===== config.mk =====
export PLATFORM = sky130hd
export DESIGN_NAME = pipe_ctrl_hazard_unit
export DESIGN_NICKNAME = d
export VERILOG_FILES = /design/src/rtl/pipe_ctrl_pkg.sv /design/src/rtl/pipe_ctrl_hazard_unit_md_busy.sv /design/src/rtl/pipe_ctrl_hazard_unit.sv
export SDC_FILE = /design/constraint.sdc
export NUM_CORES = 1
export LEC_CHECK = 0
export BUFFER_PORTS_ARGS = -buffer_cell sky130_fd_sc_hd__buf_2
export CAP_MARGIN = 0
export CORE_UTILIZATION = 30
export CTS_CLUSTER_DIAMETER = 50
export DETAILED_ROUTE_END_ITERATION = 10
export PLACE_DENSITY_LB_ADDON = 0.1
export SETUP_SLACK_MARGIN = 0.15
export SYNTH_ARGS = -nofsm -noshare
export SYNTH_HDL_FRONTEND = slang
export SYNTH_SLANG_ARGS = --single-unit
export TNS_END_PERCENT = 100

===== constraint.sdc =====
create_clock -name clk -period 6 [get_ports clk]
set_input_delay 1.2 -clock clk [delete_from_list [all_inputs] [get_ports clk]]
set_output_delay 1.2 -clock clk [all_outputs]
set_load 0.01 [all_outputs]

===== src/rtl/pipe_ctrl_pkg.sv =====
// Shared decode tables for the 5-stage pipeline controller: opcode/funct codes, output
// encodings, the per-stage control word and the single-place instruction decoder.
package pipe_ctrl_pkg;

  localparam logic [5:0] OP_RTYPE = 6'h00;
  localparam logic [5:0] OP_J     = 6'h02;
  localparam logic [5:0] OP_JAL   = 6'h03;
  localparam logic [5:0] OP_BEQ   = 6'h04;
  localparam logic [5:0] OP_ORI   = 6'h0d;
  localparam logic [5:0] OP_LUI   = 6'h0f;
  localparam logic [5:0] OP_LW    = 6'h23;
  localparam logic [5:0] OP_SW    = 6'h2b;

  localparam logic [5:0] FN_JR    = 6'h08;
  localparam logic [5:0] FN_JALR  = 6'h09;
  localparam logic [5:0] FN_MFHI  = 6'h10;
  localparam logic [5:0] FN_MTHI  = 6'h11;
  localparam logic [5:0] FN_MFLO  = 6'h12;
  localparam logic [5:0] FN_MTLO  = 6'h13;
  localparam logic [5:0] FN_MULT  = 6'h18;
  localparam logic [5:0] FN_MULTU = 6'h19;
  localparam logic [5:0] FN_DIV   = 6'h1a;
  localparam logic [5:0] FN_DIVU  = 6'h1b;
  localparam logic [5:0] FN_ADDU  = 6'h21;
  localparam logic [5:0] FN_SUBU  = 6'h23;

  localparam logic [1:0] EXT_ZERO = 2'b00;
  localparam logic [1:0] EXT_LUI  = 2'b01;
  localparam logic [1:0] EXT_SIGN = 2'b10;
  localparam logic [1:0] EXT_BEQ  = 2'b11;

  localparam logic [1:0] PC_SEQ   = 2'b00;
  localparam logic [1:0] PC_BEQ   = 2'b01;
  localparam logic [1:0] PC_J     = 2'b10;
  localparam logic [1:0] PC_JR    = 2'b11;

  localparam logic [1:0] RD_RT    = 2'b00;
  localparam logic [1:0] RD_RD    = 2'b01;
  localparam logic [1:0] RD_RA    = 2'b10;

  localparam logic [1:0] M2R_ALU  = 2'b00;
  localparam logic [1:0] M2R_DM   = 2'b01;
  localparam logic [1:0] M2R_PC8  = 2'b10;
  localparam logic [1:0] M2R_HILO = 2'b11;

  localparam logic [3:0] ALU_ADD  = 4'b0010;
  localparam logic [3:0] ALU_SUB  = 4'b0110;
  localparam logic [3:0] ALU_OR   = 4'b0001;

  // Tuse of a source that is not read; larger than any tnew so it never stalls.
  localparam logic [1:0] TUSE_NONE = 2'd3;

  typedef struct packed {
    logic [1:0] ext_op;
    logic [1:0] pc_sel;
    logic       is_beq;
    logic [3:0] alu_op;
    logic [1:0] reg_dst;
    logic       alu_src;
    logic       md_start;
    logic [1:0] md_op;
    logic       md_class;
    logic       mem_read;
    logic       mem_write;
    logic [1:0] mem_to_reg;
    logic       reg_write;
    logic [4:0] wa;
    logic [1:0] tnew;
    logic [1:0] tuse_rs;
    logic [1:0] tuse_rt;
  } ctrl_word_t;

  localparam ctrl_word_t CW_BUBBLE = '{
    ext_op: EXT_ZERO, pc_sel: PC_SEQ, is_beq: 1'b0, alu_op: ALU_ADD, reg_dst: RD_RT,
    alu_src: 1'b0, md_start: 1'b0, md_op: 2'b00, md_class: 1'b0, mem_read: 1'b0,
    mem_write: 1'b0, mem_to_reg: M2R_ALU, reg_write: 1'b0, wa: 5'd0, tnew: 2'd0,
    tuse_rs: TUSE_NONE, tuse_rt: TUSE_NONE
  };

  function automatic ctrl_word_t decode(input logic [31:0] instr, input logic md_en);
    ctrl_word_t cw;
    logic [5:0] op;
    logic [5:0] fn;
    op = instr[31:26];
    fn = instr[5:0];
    cw = CW_BUBBLE;
    case (op)
      OP_RTYPE: begin
        case (fn)
          FN_ADDU, FN_SUBU: begin
            cw.alu_op  = (fn == FN_SUBU) ? ALU_SUB : ALU_ADD;
            cw.reg_dst = RD_RD;
            cw.wa      = instr[15:11];
            cw.tnew    = 2'd1;
            cw.tuse_rs = 2'd1;
            cw.tuse_rt = 2'd1;
          end
          FN_JR: begin
            cw.pc_sel  = PC_JR;
            cw.tuse_rs = 2'd0;
          end
          FN_JALR: begin
            cw.pc_sel     = PC_JR;
            cw.reg_dst    = RD_RD;
            cw.mem_to_reg = M2R_PC8;
            cw.wa         = instr[15:11];
            cw.tuse_rs    = 2'd0;
          end
          FN_MULT, FN_MULTU, FN_DIV, FN_DIVU: begin
            if (md_en) begin
              cw.md_start = 1'b1;
              cw.md_op    = fn[1:0];
              cw.md_class = 1'b1;
              cw.tuse_rs  = 2'd1;
              cw.tuse_rt  = 2'd1;
            end
          end
          FN_MFHI, FN_MFLO: begin
            if (md_en) begin
              cw.md_class   = 1'b1;
              cw.reg_dst    = RD_RD;
              cw.mem_to_reg = M2R_HILO;
              cw.wa         = instr[15:11];
              cw.tnew       = 2'd1;
            end
          end
          FN_MTHI, FN_MTLO: begin
            if (md_en) begin
              cw.md_class = 1'b1;
              cw.tuse_rs  = 2'd1;
            end
          end
          default: cw = CW_BUBBLE;
        endcase
      end
      OP_ORI: begin
        cw.alu_src = 1'b1;
        cw.alu_op  = ALU_OR;
        cw.wa      = instr[20:16];
        cw.tnew    = 2'd1;
        cw.tuse_rs = 2'd1;
      end
      OP_LUI: begin
        cw.ext_op  = EXT_LUI;
        cw.alu_src = 1'b1;
        cw.wa      = instr[20:16];
        cw.tnew    = 2'd1;
      end
      OP_LW: begin
        cw.ext_op     = EXT_SIGN;
        cw.alu_src    = 1'b1;
        cw.mem_read   = 1'b1;
        cw.mem_to_reg = M2R_DM;
        cw.wa         = instr[20:16];
        cw.tnew       = 2'd2;
        cw.tuse_rs    = 2'd1;
      end
      OP_SW: begin
        cw.ext_op    = EXT_SIGN;
        cw.alu_src   = 1'b1;
        cw.mem_write = 1'b1;
        cw.tuse_rs   = 2'd1;
        cw.tuse_rt   = 2'd2;
      end
      OP_BEQ: begin
        cw.ext_op  = EXT_BEQ;
        cw.pc_sel  = PC_BEQ;
        cw.is_beq  = 1'b1;
        cw.tuse_rs = 2'd0;
        cw.tuse_rt = 2'd0;
      end
      OP_J: cw.pc_sel = PC_J;
      OP_JAL: begin
        cw.pc_sel     = PC_J;
        cw.reg_dst    = RD_RA;
        cw.mem_to_reg = M2R_PC8;
        cw.wa         = 5'd31;
      end
      default: cw = CW_BUBBLE;
    endcase
    // Writes to $0 are discarded, so wa==0 doubles as "no write" for hazard checks.
    cw.reg_write = (cw.wa != 5'd0);
    return cw;
  endfunction

  function automatic ctrl_word_t advance(input ctrl_word_t cw);
    ctrl_word_t nx;
    nx = cw;
    if (cw.tnew != 2'd0) nx.tnew = cw.tnew - 2'd1;
    return nx;
  endfunction

endpackage


===== src/rtl/pipe_ctrl_hazard_unit_md_busy.sv =====
// Mult/div busy counter: loads the op latency when an MD op leaves E, counts down to idle.
// busy is registered (1-cycle after start); async reset clears it immediately.
module md_busy_counter (
  input  logic       clk,
  input  logic       rst_n,
  input  logic       start_i,
  input  logic [3:0] cycles_i,
  output logic       busy_o
);

  logic [3:0] cnt_q;
  logic [3:0] cnt_d;

  always_comb begin
    cnt_d = cnt_q;
    if (start_i)             cnt_d = cycles_i;
    else if (cnt_q != 4'd0)  cnt_d = cnt_q - 4'd1;
  end

  always_ff @(posedge clk or negedge rst_n) begin
    if (!rst_n) cnt_q <= 4'd0;
    else        cnt_q <= cnt_d;
  end

  assign busy_o = (cnt_q != 4'd0);

  // The D-stage MD stall keeps a second MD op out of E while the unit is busy.
  a_no_start_while_busy: assert property (@(posedge clk) disable iff (!rst_n) !(start_i && busy_o));

endmodule


===== src/rtl/pipe_ctrl_hazard_unit.sv =====
// Pipeline control: decodes D once, carries control words through E/M/W, stalls D on
// Tuse/Tnew and mult/div hazards. D outputs are combinational; E/M/W outputs are registered.
module pipe_ctrl_hazard_unit
  import pipe_ctrl_pkg::*;
#(
  parameter int unsigned MULT_CYCLES = 5,
  parameter int unsigned DIV_CYCLES  = 10,
  parameter bit          MD_EN       = 1'b1
) (
  input  logic        clk,
  input  logic        rst_n,
  input  logic [31:0] instr_d,
  input  logic        rd_equal,
  output logic [1:0]  ext_op,
  output logic [1:0]  pc_sel,
  output logic [3:0]  alu_op,
  output logic [1:0]  reg_dst,
  output logic        alu_src,
  output logic        md_start,
  output logic [1:0]  md_op,
  output logic        mem_read,
  output logic        mem_write,
  output logic [1:0]  mem_to_reg,
  output logic        reg_write,
  output logic        stall,
  output logic        md_busy
);

  ctrl_word_t cw_dec;
  ctrl_word_t e_q, e_d;
  ctrl_word_t m_q, m_d;
  ctrl_word_t w_q, w_d;
  logic [4:0] rs_d, rt_d;
  logic       data_stall, md_stall;
  logic [3:0] md_cycles;
  logic       unused_bits;

  assign cw_dec = decode(instr_d, MD_EN);
  assign rs_d   = instr_d[25:21];
  assign rt_d   = instr_d[20:16];

  function automatic logic src_hit(input logic [4:0] r, input logic [1:0] tuse,
                                   input ctrl_word_t s);
    return (r != 5'd0) && (r == s.wa) && (tuse < s.tnew);
  endfunction

  assign data_stall = src_hit(rs_d, cw_dec.tuse_rs, e_q) || src_hit(rt_d, cw_dec.tuse_rt, e_q) ||
                      src_hit(rs_d, cw_dec.tuse_rs, m_q) || src_hit(rt_d, cw_dec.tuse_rt, m_q);
  assign md_stall   = cw_dec.md_class && (md_busy || e_q.md_start);
  assign stall      = data_stall || md_stall;

  assign e_d = stall ? CW_BUBBLE : cw_dec;
  assign m_d = advance(e_q);
  assign w_d = advance(m_q);

  always_ff @(posedge clk or negedge rst_n) begin
    if (!rst_n) begin
      e_q <= CW_BUBBLE;
      m_q <= CW_BUBBLE;
      w_q <= CW_BUBBLE;
    end else begin
      e_q <= e_d;
      m_q <= m_d;
      w_q <= w_d;
    end
  end

  assign md_cycles = e_q.md_op[1] ? 4'(DIV_CYCLES) : 4'(MULT_CYCLES);

  md_busy_counter u_md_busy (
    .clk      (clk),
    .rst_n    (rst_n),
    .start_i  (e_q.md_start),
    .cycles_i (md_cycles),
    .busy_o   (md_busy)
  );

  assign ext_op     = cw_dec.ext_op;
  assign pc_sel     = (cw_dec.is_beq && !rd_equal) ? PC_SEQ : cw_dec.pc_sel;
  assign alu_op     = e_q.alu_op;
  assign reg_dst    = e_q.reg_dst;
  assign alu_src    = e_q.alu_src;
  assign md_start   = e_q.md_start;
  assign md_op      = e_q.md_op;
  assign mem_read   = m_q.mem_read;
  assign mem_write  = m_q.mem_write;
  assign mem_to_reg = w_q.mem_to_reg;
  assign reg_write  = w_q.reg_write;

  assign unused_bits = ^{w_q, instr_d[10:6]};

endmodule


=== Word level (Yosys, flattened, before mapping) ===
Cells that the tools add are included.

* Logic and storage cells: 118
* Flip-flop bits (word level): 41
* Input bits: 35
* Output and inout port bits: 21

* Muxes and demuxes: 31
* Equality and inequality tests: 23
* $lt $le $gt $ge: 4
* Add/sub/neg operators: 2
* Reduce and logical (&&, ||, !) cells: 38

{| class="wikitable"
|+ Operators with widths
! cell !! count
|-
| $eq A6 B5 Y1 const B || 8
|-
| $pmux W2 S3 || 6
|-
| $mux W27 || 1
|-
| $eq A6 B4 Y1 const B || 4
|-
| $eq A6 B6 Y1 const B || 4
|-
| $eq A5 B5 Y1 || 4
|-
| $mux W4 || 4
|-
| $reduce_or A8 Y1 || 2
|-
| $pmux W5 S3 || 1
|-
| $reduce_bool A5 Y1 || 3
|-
| $eq A6 B2 Y1 const B || 2
|-
| $pmux W2 S2 || 3
|-
| $reduce_or A2 Y1 || 6
|-
| $reduce_or A4 Y1 || 3
|-
| $logic_and A1 B1 Y1 || 10
|-
| $mux W3 || 3
|-
| $lt A2 B2 Y1 || 4
|-
| $mux W2 || 4
|-
| $pmux W4 S2 || 1
|-
| $mux W1 || 7
|-
| $eq A6 B3 Y1 const B || 1
|-
| $logic_not A6 Y1 || 1
|-
| $reduce_or A3 Y1 || 2
|-
| $reduce_or A6 Y1 || 1
|-
| other kinds (8) || 13
|}

=== Depth between registers and ports, before layout ===
* Depth after elaboration: 11
* Depth in mapped cells: 14
* Depth with buffers taken out: 12

=== Hierarchy ===
From an unflattened synthesis, not the netlist that was laid out.

* Cells, all modules: 233
* Area total of the unflattened synthesis: 2257.2 µm²

{| class="wikitable"
|+ Modules (own cells, without submodules)
! module !! cells each !! sequential area each (µm²) !! instances !! area an instance (µm²)
|-
| pipe_ctrl_hazard_unit || 207 || 902.1 || 1 || 2005.7
|-
| md_busy_counter || 26 || 100.1 || 1 || 251.5
|}

=== Least setup slack after synthesis ===
Ideal clock, no wire load.

* Path kind: in2out
* Start point: input instr_d[29]
* End point: output stall
* Required time: 4800 ps
* Buffers on the path: 3
* Path slack: 1261 ps
* Stages: 11
* Arrival: 3539 ps
* Cell sequence: buf_2 or4_4 buf_6 o41ai_1 ha_1 inv_1 o21ai_0 nor4_1 a221oi_2 nand4_2 buf_4

* Word-level cells in the longest chain between the ends: 9
* Elaborated cells on any way between the ends: 22
* Those cells by class: 4 x order compare; 4 x eq/ne; 3 x mux; 11 x reduce/logical

{| class="wikitable"
|+ Ends and longest elaborated chain
! what !! RTL line !! RTL
|-
| start: declaration || pipe_ctrl_hazard_unit.sv:12 || <nowiki>input logic [31:0] instr_d,</nowiki>
|-
| $eq A6 B6 Y1 or $eq A6 B4 Y1 (tied branches) || pipe_ctrl_pkg.sv:87 || <nowiki>case (op)</nowiki>
|-
| $reduce_or A3 Y1 (no source line) || -- ||
|-
| $pmux W2 S3 || pipe_ctrl_pkg.sv:87 ||
|-
| $lt A2 B2 Y1 || pipe_ctrl_hazard_unit.sv:44 || <nowiki>return (r != 5'd0) && (r == s.wa) && (tuse < s.tnew);</nowiki>
|-
| $logic_and A1 B1 Y1 || pipe_ctrl_hazard_unit.sv:44 ||
|-
| $logic_or A1 B1 Y1 (2 in series) || pipe_ctrl_hazard_unit.sv:47 || <nowiki>assign data_stall = src_hit(rs_d, cw_dec.tuse_rs, e_q) || src_hit(rt_d, cw_dec.tuse_rt, e_q) ||</nowiki>
|-
| $logic_or A1 B1 Y1 || pipe_ctrl_hazard_unit.sv:48 || <nowiki>src_hit(rs_d, cw_dec.tuse_rs, m_q) || src_hit(rt_d, cw_dec.tuse_rt, m_q);</nowiki>
|-
| $logic_or A1 B1 Y1 (*) || pipe_ctrl_hazard_unit.sv:50 || <nowiki>assign stall = data_stall || md_stall;</nowiki>
|-
| end: declaration || pipe_ctrl_hazard_unit.sv:25 || <nowiki>output logic stall,</nowiki>
|}

Mark *: on every way between the ends. The rest lies on a longest branch, timed or not.

=== Worst setup path in the final report ===
* Start point: input instr_d[30]
* End point: output stall

The elaborated chain is that of the path after synthesis.

==> impl_metrics.yaml <==
finish:
  fin_area_um2: 2620
  n_antenna_cell: 0
  regMostFlops: "e_q"
  drive_gt1_share_pct: 30.2
  reg.largest.list: "e_q: 12 flops, m_q: 10 flops, u_md_busy.cnt_q: 4 flops"
  multi_input_area_um2: 1120
  fillers: 785
  nNetsFinal: 305
  regArea_um2: 1000
  syn_to_final_growth_pct: 14.9
  largest_register_ffs: 12
power:
  p_comb_share_pct: 20.9
  p_per_area_nw_per_um2: 231
  netSwitchingFraction_pct: 29.7
  p_int_uw: 425
  p_seq_share_pct: 49.8
  pwr-share-clk_pct: 29.3
  leakage_uw: 0.00122
  peakVddDrop_v: 0.0000766
  power.switching_uw: 180
route:
  wire_per_inst_um: 14.2
  firstDrtPassIters: 4
  vias_per_cell: 4.71
  num_vias: 1715
  wirelength_um: 5150
  route.detailed.drc: 0
  drtIter0Drc: 93
  postRouteAntennaNets: 0
global_routing:
  overflow: 0
  antenna_found_initial: 0
  grt_max_degree: 41
  grt_pass1_wl_um: 8510
  grt_pass1_vias: 1638
  grt_use_total_pct: 14.7
clocking:
  clkLatencyLatePin_ps: 290
  numCtsBuffers: 5
  cts-resized-gates: 0
  cts_setup_buffers: 0
  cts.sinks: 40
  clkSlewWorstSetupHoldPaths_ps: 80
  holdBufCountCts: 0
  ctsLongestPathBuffers: 2
  cts_tree: "built"
  htree_levels: 2
  cts-root-buf: "clkbuf_8"
setup_path:
  startpoint_type: "input pin"
  crit_path_frequent_cell: "buf_2"
  cp_slowest_cell: "or4_4"
  cp_max_fo: 12
  critPathKind: "input pin to output port"
  critPathMaxStageDelay_ps: 600
  arrival_ps: 3850
  path_cells: "buf_2 > or4_4 > o41ai_1 > ha_1 > inv_1 > o21ai_0 > nor4_1 > a221oi_2 > nand4_2 > buf_2"
  required_ps: 4800
  crit_path_end_kind: "output port"
timing:
  setup_viol_count_final: 0
  setup_slack_ps: 952
  max_freq_ghz: 0.198
  slew_headroom_pct: 41.6
  hold_slack_ps: 351
  worstMarginPinSlew_ps: 876
  maxSlewViolCount: 0
  clock_skew_ps: 6.73
  hold_violations: 0
  period_needed_ps: 5050
  period_share_pct: 84.1
  setup_tns_ps: 0
  rsz0062_at_grt: "no"
die:
  fp.dieH_um: 89.2
  core_area_um2: 7290
  dieArea_um2: 7950
  io_pins: 56
  die_w_um: 89.2
  rows: 31
  start_util_pct: 31.3
synth:
  synth_warnings: 0
  synth.area.top_cells: "dfrtp_1 43%, xnor2_1 5.0%, xor2_1 3.8%"
  synth-async-reset-ratio_pct: 100
  synth.ff_latch_count: 40
  syn-cell-area_um2: 2280
  synth_fp_nets: 265
  yosysTopAreaCellShare_pct: 42.8
  synth_top_cell_by_area: "dfrtp_1"
  synth_cell_type_count: 51
  ys.flop_type: "dfrtp_1"
  synth.yosys.seq_area_share_pct: 44.0
  syn_avg_cell_area_um2: 10.2
  syn_inst: 224
  synth_edf_count: 0
placement:
  dp_hpwl_um: 3930
  post-place-ws_ps: 911
  placed_cell_area_um2: 2530
  gp_congestion: 0.760
  port_buffers: 49
outcome:
  outcome: "finished, final reports clean"
min_path:
  hp-class: "register to register"
run:
  maxCapViolCount: 0
==> cells in the mapped netlist, types with 4 or more instances <==
| master | n |
|---|---|
| ha_1 | 6 |
| inv_1 | 9 |
| nand2_1 | 9 |
| nor2_1 | 21 |
| a221oi_1 | 5 |
| buf_4 | 9 |
| xnor2_1 | 13 |
| nand4_1 | 4 |
| xor2_1 | 10 |
| nor4_2 | 5 |
| dfrtp_1 | 39 |
| nand2b_1 | 8 |
| nor3_1 | 10 |
| nor2_2 | 5 |
| a21oi_1 | 8 |
| o21ai_0 | 10 |
==> cell type report <==
type                       instances  area share (%)
inverter                           9            1.29
sequential                        40            38.3
clock buffer                       5            2.63
tap                               99            4.73
multi-input combinational        158            42.7
timing repair buffer              50            9.65
clock inverter                     3           0.716
==> critical path, delay by kind of cell <==
family / cells / cell delay (ps)
AND/OR/NAND/NOR: 3 / 1130
AO/OA/AOI/OAI: 3 / 790
buffers and inverters: 3 / 390
adder cells (fa/ha/maj): 1 / 340
==> metrics by stage <==
stage | power [uW] | instances | util (%)
2_1_floorplan | 394 | 224 | -
3_3_place_gp | 436 | 356 | 34.7
3_5_place_dp | 435 | 356 | 34.7
4_1_cts | 615 | 364 | 35.9
5_1_grt | 651 | 364 | 35.9
6_report | 605 | 364 | 35.9
==> power groups by stage <==
stage	Clock, uW	Combinational [uW]	Sequential [uW]
3_5_place_dp	0	127	307
5_1_grt	204	144	303
4_1_cts	185	128	302
2_1_floorplan	0	89.1	305
6_report	177	126	301
3_3_place_gp	0	129	307
==> cell usage in the layout (no fill, tap or decap), types with 2 or more instances in the layout <==
cell      instances
buf_2            49
dfrtp_1          39
nor2_1           21
xnor2_1          13
nor3_1           10
o21ai_0          10
xor2_1           10
nand2_1           9
inv_1             9
a21oi_1           8
nand2b_1          8
ha_1              6
nor4_2            5
a221oi_1          5
nor2_2            5
clkbuf_8          5
nand4_1           4
or4_4             3
nand3_1           3
nor4_1            3
nand3b_1          3
a22oi_1           2
a21o_1            2
o21ai_1           2
or3_1             2
o31ai_1           2
clkinv_2          2
==> cells by family after synthesis <==
family / share of synthesized area (%)
xor+xnor: 8.84
fa+ha+maj: 3.29
flops: 44.0
compound gates: 13.0
other cells: 0.164
simple gates: 23.8
buf+inv: 6.91
==> routing by layer <==
| layer | vias up | share of wire, % | track usage (%) |
|---|---|---|---|
| met5 | - | 0 | 0 |
| met3 | 5 | 3.2 | 3.69 |
| li1 | 863 | - | - |
| met2 | 33 | 47 | 22.8 |
| met4 | 0 | 1.4 | 4.76 |
| met1 | 814 | 48 | 19.9 |
==> final timing paths <==
path / startpoint / to / slack [ps] / depth (start not counted)
worst max-delay path: instr_d[30] / stall / 950 / 10
worst min-delay path: e_q[12]$_DFF_PN0_ / m_q[12]$_DFF_PN0_ / 350 / 0
worst max register to register: u_md_busy.cnt_q[0]$_DFFE_PN0N_ / alu_op[1]$_DFF_PN1_ / 3540 / 9
worst min register to register: e_q[12]$_DFF_PN0_ / m_q[12]$_DFF_PN0_ / 350 / 0
max in group asynchronous: rst_n / mem_read$_DFF_PN0_ / 4430 / 1
min in group asynchronous: rst_n / md_op[0]$_DFF_PN0_ / 1020 / 1
Power figures use the tool's default switching activity.
